## config.mk

```make
export PLATFORM = sky130hd
export DESIGN_NAME = spell_stack_unit
export DESIGN_NICKNAME = d
export VERILOG_FILES = /design/src/rtl/spell_stack_unit_pkg.sv /design/src/rtl/spell_stack_unit_regfile.sv /design/src/rtl/spell_stack_unit.sv
export SDC_FILE = /design/constraint.sdc
export NUM_CORES = 1
export LEC_CHECK = 0
export CORE_MARGIN = 3
export CORE_UTILIZATION = 45
export CTS_CLUSTER_DIAMETER = 40
export CTS_CLUSTER_SIZE = 16
export DETAILED_ROUTE_END_ITERATION = 8
export PLACE_DENSITY_LB_ADDON = 0.1
export SLEW_MARGIN = 20
export SYNTH_ARGS = -nofsm -noshare
export SYNTH_HDL_FRONTEND = slang
export SYNTH_HIERARCHICAL = 1
export SYNTH_SLANG_ARGS = --single-unit
```

## constraint.sdc

```tcl
create_clock -name clk -period 8.97 [get_ports clk]
set_input_delay 1.794 -clock clk [delete_from_list [all_inputs] [get_ports clk]]
set_output_delay 1.794 -clock clk [all_outputs]
set_load 0.02 [all_outputs]
```

## src/rtl/spell_stack_unit_pkg.sv

```systemverilog
// Shared SPELL stack constants: op count encoding and stack FSM state codes.
// Imported by the stack engine and the core decoder.
package spell_stack_unit_pkg;

  localparam int unsigned OP_CNT_W = 2;
  localparam logic [OP_CNT_W-1:0] OP_CNT_ILLEGAL = 2'd3;

  localparam logic [0:0] ST_CLEAR = 1'b0;
  localparam logic [0:0] ST_IDLE  = 1'b1;

  function automatic logic op_cnt_illegal(input logic [OP_CNT_W-1:0] cnt);
    return cnt == OP_CNT_ILLEGAL;
  endfunction

endpackage

```

## src/rtl/spell_stack_unit_regfile.sv

```systemverilog
// Stack storage: DEPTH x WIDTH array, two write ports (A wins on address clash),
// two asynchronous read ports, no reset.
module spell_stack_unit_regfile #(
  parameter int unsigned WIDTH = 8,
  parameter int unsigned DEPTH = 32,
  parameter int unsigned AW    = $clog2(DEPTH)
) (
  input  logic             clk,
  input  logic             we_a_i,
  input  logic [AW-1:0]    waddr_a_i,
  input  logic [WIDTH-1:0] wdata_a_i,
  input  logic             we_b_i,
  input  logic [AW-1:0]    waddr_b_i,
  input  logic [WIDTH-1:0] wdata_b_i,
  input  logic [AW-1:0]    raddr_0_i,
  output logic [WIDTH-1:0] rdata_0_o,
  input  logic [AW-1:0]    raddr_1_i,
  output logic [WIDTH-1:0] rdata_1_o
);

  logic [WIDTH-1:0] mem_q [DEPTH];

  // Port B is written first so port A overrides it on the same address.
  always_ff @(posedge clk) begin
    if (we_b_i) mem_q[waddr_b_i] <= wdata_b_i;
    if (we_a_i) mem_q[waddr_a_i] <= wdata_a_i;
  end

  assign rdata_0_o = mem_q[raddr_0_i];
  assign rdata_1_o = mem_q[raddr_1_i];

endmodule

```

## src/rtl/spell_stack_unit.sv

```systemverilog
// SPELL operand-stack engine: pointer/occupancy tracking, wrap or checked mode,
// sticky overflow/underflow flags and a DEPTH-cycle zeroing sweep after reset or clear.
module spell_stack_unit
  import spell_stack_unit_pkg::*;
#(
  parameter int unsigned WIDTH = 8,
  parameter int unsigned DEPTH = 32,
  parameter bit          WRAP  = 1'b1,
  parameter int unsigned AW    = $clog2(DEPTH)
) (
  input  logic                clk,
  input  logic                rst_n,
  input  logic                op_valid_i,
  output logic                op_ready_o,
  input  logic [OP_CNT_W-1:0] op_pop_i,
  input  logic [OP_CNT_W-1:0] op_push_i,
  input  logic [WIDTH-1:0]    op_top_i,
  input  logic [WIDTH-1:0]    op_below_i,
  output logic                op_err_o,
  output logic [WIDTH-1:0]    top_o,
  output logic [WIDTH-1:0]    below_o,
  output logic [AW-1:0]       sp_o,
  output logic [AW:0]         count_o,
  output logic                err_ovf_o,
  output logic                err_unf_o,
  input  logic                err_clr_i,
  input  logic                sp_load_i,
  input  logic [AW-1:0]       sp_value_i,
  input  logic                clear_i
);

  logic [0:0]    state_q, state_d;
  logic [AW-1:0] idx_q, idx_d;
  logic [AW-1:0] sp_q, sp_d;
  logic [AW:0]   count_q, count_d;
  logic          err_ovf_q, err_ovf_d;
  logic          err_unf_q, err_unf_d;
  logic          op_err_q, op_err_d;

  // Level arithmetic is done two bits wider than the pointer so borrows and
  // carries past DEPTH stay visible as signed values.
  logic [AW+1:0] pop_x, push_x, lvl_x, sum_x, thr_x;
  logic          unf_hit, ovf_hit, illegal;
  logic [AW-1:0] nsp;
  logic          do_op;

  logic             we_a, we_b;
  logic [AW-1:0]    waddr_a, waddr_b;
  logic [WIDTH-1:0] wdata_a;

  always_comb begin
    pop_x   = (AW+2)'(op_pop_i);
    push_x  = (AW+2)'(op_push_i);
    lvl_x   = WRAP ? (AW+2)'(sp_q) : (AW+2)'(count_q);
    sum_x   = lvl_x - pop_x + push_x;
    thr_x   = WRAP ? (AW+2)'(DEPTH - 1) : (AW+2)'(DEPTH);
    unf_hit = pop_x > lvl_x;
    ovf_hit = $signed(sum_x) > $signed(thr_x);
    illegal = op_cnt_illegal(op_pop_i) || op_cnt_illegal(op_push_i);
    nsp     = sp_q - AW'(op_pop_i) + AW'(op_push_i);
  end

  always_comb begin
    state_d   = state_q;
    idx_d     = idx_q;
    sp_d      = sp_q;
    count_d   = count_q;
    err_ovf_d = err_ovf_q & ~err_clr_i;
    err_unf_d = err_unf_q & ~err_clr_i;
    op_err_d  = 1'b0;
    do_op     = 1'b0;

    case (state_q)
      ST_CLEAR: begin
        if (clear_i) begin
          idx_d = '0;
        end else begin
          idx_d = idx_q + AW'(1);
          if (idx_q == AW'(DEPTH - 1)) state_d = ST_IDLE;
        end
      end
      default: begin
        if (clear_i) begin
          state_d   = ST_CLEAR;
          idx_d     = '0;
          sp_d      = '0;
          count_d   = '0;
          err_ovf_d = 1'b0;
          err_unf_d = 1'b0;
        end else if (sp_load_i) begin
          sp_d    = sp_value_i;
          count_d = {1'b0, sp_value_i};
        end else if (op_valid_i) begin
          if (illegal) begin
            op_err_d = 1'b1;
          end else if (!WRAP && unf_hit) begin
            err_unf_d = 1'b1;
            op_err_d  = 1'b1;
          end else if (!WRAP && ovf_hit) begin
            err_ovf_d = 1'b1;
            op_err_d  = 1'b1;
          end else begin
            do_op   = 1'b1;
            sp_d    = nsp;
            count_d = WRAP ? {1'b0, nsp} : sum_x[AW:0];
            // In wrap mode the flags only record that the pointer wrapped.
            if (WRAP && unf_hit) err_unf_d = 1'b1;
            if (WRAP && ovf_hit) err_ovf_d = 1'b1;
          end
        end
      end
    endcase
  end

  always_comb begin
    if (state_q == ST_CLEAR) begin
      we_a    = 1'b1;
      waddr_a = idx_q;
      wdata_a = '0;
    end else begin
      we_a    = do_op && (op_push_i != '0);
      waddr_a = nsp - AW'(1);
      wdata_a = op_top_i;
    end
    we_b    = (state_q == ST_IDLE) && do_op && (op_push_i == 2'd2);
    waddr_b = nsp - AW'(2);
  end

  always_ff @(posedge clk or negedge rst_n) begin
    if (!rst_n) begin
      state_q   <= ST_CLEAR;
      idx_q     <= '0;
      sp_q      <= '0;
      count_q   <= '0;
      err_ovf_q <= 1'b0;
      err_unf_q <= 1'b0;
      op_err_q  <= 1'b0;
    end else begin
      state_q   <= state_d;
      idx_q     <= idx_d;
      sp_q      <= sp_d;
      count_q   <= count_d;
      err_ovf_q <= err_ovf_d;
      err_unf_q <= err_unf_d;
      op_err_q  <= op_err_d;
    end
  end

  spell_stack_unit_regfile #(
    .WIDTH (WIDTH),
    .DEPTH (DEPTH),
    .AW    (AW)
  ) u_regfile (
    .clk       (clk),
    .we_a_i    (we_a),
    .waddr_a_i (waddr_a),
    .wdata_a_i (wdata_a),
    .we_b_i    (we_b),
    .waddr_b_i (waddr_b),
    .wdata_b_i (op_below_i),
    .raddr_0_i (sp_q - AW'(1)),
    .rdata_0_o (top_o),
    .raddr_1_i (sp_q - AW'(2)),
    .rdata_1_o (below_o)
  );

  assign op_ready_o = (state_q == ST_IDLE);
  assign op_err_o   = op_err_q;
  assign sp_o       = sp_q;
  assign count_o    = count_q;
  assign err_ovf_o  = err_ovf_q;
  assign err_unf_o  = err_unf_q;

endmodule

```

==> impl_metrics.json <==
{
  "outcome": "complete, no violations",
  "gp_congestion": 0.858,
  "post-route-min-period_ns": 6.94,
  "ctsRootBufferMaster": "clkbuf_16",
  "die_w_um": 199,
  "synth_area_leader_cell": "edfxtp_1",
  "cp_max_fo": 64,
  "synth_top_cells_by_area": "edfxtp_1 46%, mux4_2 21%, mux2_2 18%",
  "worst-path-buf-inv": 3,
  "insertion_delay_ns": 0.58,
  "hp-class": "reg2reg",
  "insertedDiodeCount": 0,
  "synth_ff_type": "edfxtp_1",
  "max_stage_delay_ns": 0.82,
  "totalWireLength_um": 54200,
  "synth-seq-cells": 270,
  "critPathKind": "reg2out",
  "drtPass1Iterations": 5,
  "grt_pass1_vias": 10600,
  "required_ns": 7.18,
  "syn_inst": 1049,
  "grt.total_usage_pct": 27.9,
  "clock_sinks": 270,
  "rows": 70,
  "post-cts-setup-buffers": 0,
  "drc": 0,
  "ys_warn_count": 6,
  "ir_worst_vdd_v": 0.000145,
  "mostFrequentLayoutCells": "274 x mux2_2, 256 x edfxtp_1, 160 x mux4_2",
  "arrival_ns": 5.15,
  "slew_headroom_pct": 22.6,
  "dieHeight_um": 199,
  "synthDistinctLibCells": 48,
  "drv_cap": 0,
  "synth_top_area_share_pct": 45.8,
  "synth_edf_count": 256,
  "finalMaxSlewViolations": 0,
  "crit_chain": "inv_4 -> ha_1 -> xor2_4 -> buf_4 -> mux4_2 -> mux4_2 -> mux2_2 -> clkdlybuf4s50_1",
  "synth_seq_area_share_pct": 47.9,
  "ctsResizeCount": 0,
  "async_flop_share_pct": 5.19,
  "cts_buffer_depth": 3,
  "avgRoutedWirePerCell_um": 34.4,
  "cp_top_family": "buffers and inverters",
  "crit_path_start_kind": "flip-flop",
  "die-area_mm2": 0.0397,
  "initial_utilization_pct": 45.7,
  "cts_tree": "yes",
  "routed-wl-met3_um": 5290,
  "ios": 62,
  "cts_hold_buf": 0,
  "endpoint_kind": "output port",
  "rsz0062_at_grt": "no",
  "crit_slowest_cell": "buf_4",
  "worst_pin_slew_ns": 1.15,
  "path_clk_slew_ns": 0.05,
  "syn-cell-area_mm2": 0.0168,
  "hpwl_um": 34500,
  "drive_gt1_share_pct": 51.7,
  "numCtsBuffers": 50,
  "path_common_cell": "mux4_2",
  "io_buffers": 60,
  "grt_pass1_wl_um": 78000,
  "antenna_left": 0,
  "synth.net_count": 1103,
  "max_freq_mhz": 144,
  "leakage_nw": 6.49,
  "grt_antenna_before_repair": 0,
  "power_density_mw_per_mm2": 233,
  "finalCritPeriodShare_pct": 77.4,
  "wl_met1_um": 22500,
  "reg2reg_slack_ns": 3.35,
  "top_layer_used": "met4",
  "setup-tns-final_ns": 0,
  "vias": 10500,
  "via_per_inst": 6.66,
  "seq_area_mm2": 0.00804,
  "drt_iter0_markers": 1049,
  "grt-ovfl-total": 0,
  "hold-worst-slack_ns": 0.511,
  "final_nets": 1123,
  "final_hold_viol_count": 0,
  "grt_max_degree": 65,
  "core_area_mm2": 0.0367,
  "cts_htree_levels": 2,
  "syn_avg_cell_area_um2": 16.0,
  "final_common_cell": "mux2_2",
  "wl_met2_um": 24800,
  "setup_viol": 0,
  "fin_skew_ns": 0.0203,
  "multi_input_area_mm2": 0.00825,
  "fill_cells": 2982,
  "area_growth_pct": 15.6
}
==> logic make-up after synthesis <==
family,after synthesis,share of synthesized area [%]
AOI/OAI and AO/OA,59,2.21
xor gates and xnor gates,17,0.932
adders and majority gates,23,1.89
buffers and inverters,130,3.47
DFF,270,47.9
muxes,439,40.1
other,1,0.0223
and+or+nand+nor,110,3.44
==> layout make-up <==
| cell class | instances | share of cell area [%] |
|---|---|---|
| tap | 468 | 3.02 |
| multi-input combinational | 649 | 42.5 |
| clock inverter | 41 | 2.51 |
| sequential | 270 | 41.4 |
| inverter | 20 | 0.413 |
| timing repair buffer | 78 | 3.59 |
| clock buffer | 53 | 6.51 |
==> layer usage <==
| metal | vias to the layer above | GRT usage (%) |
|---|---|---|
| met4 | 0 | 8.95 |
| met3 | 75 | 8.23 |
| met1 | 5612 | 39.5 |
| met5 | - | 0 |
| met2 | 529 | 41.9 |
| li1 | 4308 | - |
==> through the flow <==
step | area (µm²) | power, mW | std cells | utilization [%] | setup WS (ns)
after floorplan | 16800 | 2.17 | 1049 | - | 3.54
after global placement | 17600 | 2.57 | 1485 | 48.0 | 2.15
after detailed placement | 17600 | 2.58 | 1485 | 48.1 | 2.19
after CTS | 19400 | 4.55 | 1579 | 52.9 | 1.89
after global routing | 19400 | 4.67 | 1579 | 52.9 | 1.69
final | 19400 | 4.52 | 1579 | 52.9 | 2.03
==> where the power goes <==
group	internal, mW	total, mW	switching [mW]	leakage [nW]
Combinational	0.517	1.14	0.627	3.17
Sequential	1.41	1.42	0.0154	2.51
Clock	1.26	1.96	0.696	0.811
==> worst min-delay path, stage by stage, from the launching register on <==
cell	delay (ns)
dfrtp_1	0.35
nand2_1	0.05
o21ai_0	0.07
==> path summary, 6_finish.rpt <==
path                                                to        from  cells after the start
worst max-delay path                          top_o[0]  count_o[1]                      8
worst min-delay path                         err_unf_o   err_unf_o                      2
worst max register to register  u_regfile/mem_q[11][3]  count_o[1]                     12
worst min register to register               err_unf_o   err_unf_o                      2
max in group asynchronous                   count_o[1]       rst_n                      1
min in group asynchronous                   op_ready_o       rst_n                      1
==> synth_stat cells (all sizes together) (3+ instances only) <==
cell and number:
xor2 6, xnor2 11, ha 19, mux4 160, clkbuf 68, nor3b 5, a21oi 5, o21ai 23
edfxtp 256, nand3 5, o22ai 17, and2 8, nor2b 4, mux2i 5, fa 4, inv 20
buf 42, nor3 3, nand2 29, mux2 274, dfrtp 14, nand3b 11, nor2 30, a22o 3
and3 4, or3b 4
==> registers in the layout (all words and copies together) (netlist names) <==
register and cells:
u_regfile/mem_q 256, count_o 5, idx_q 5, err_ovf_o 1, err_unf_o 1, op_err_o 1, op_ready_o 1
No activity file was read; power rests on OpenSTA's default activity.
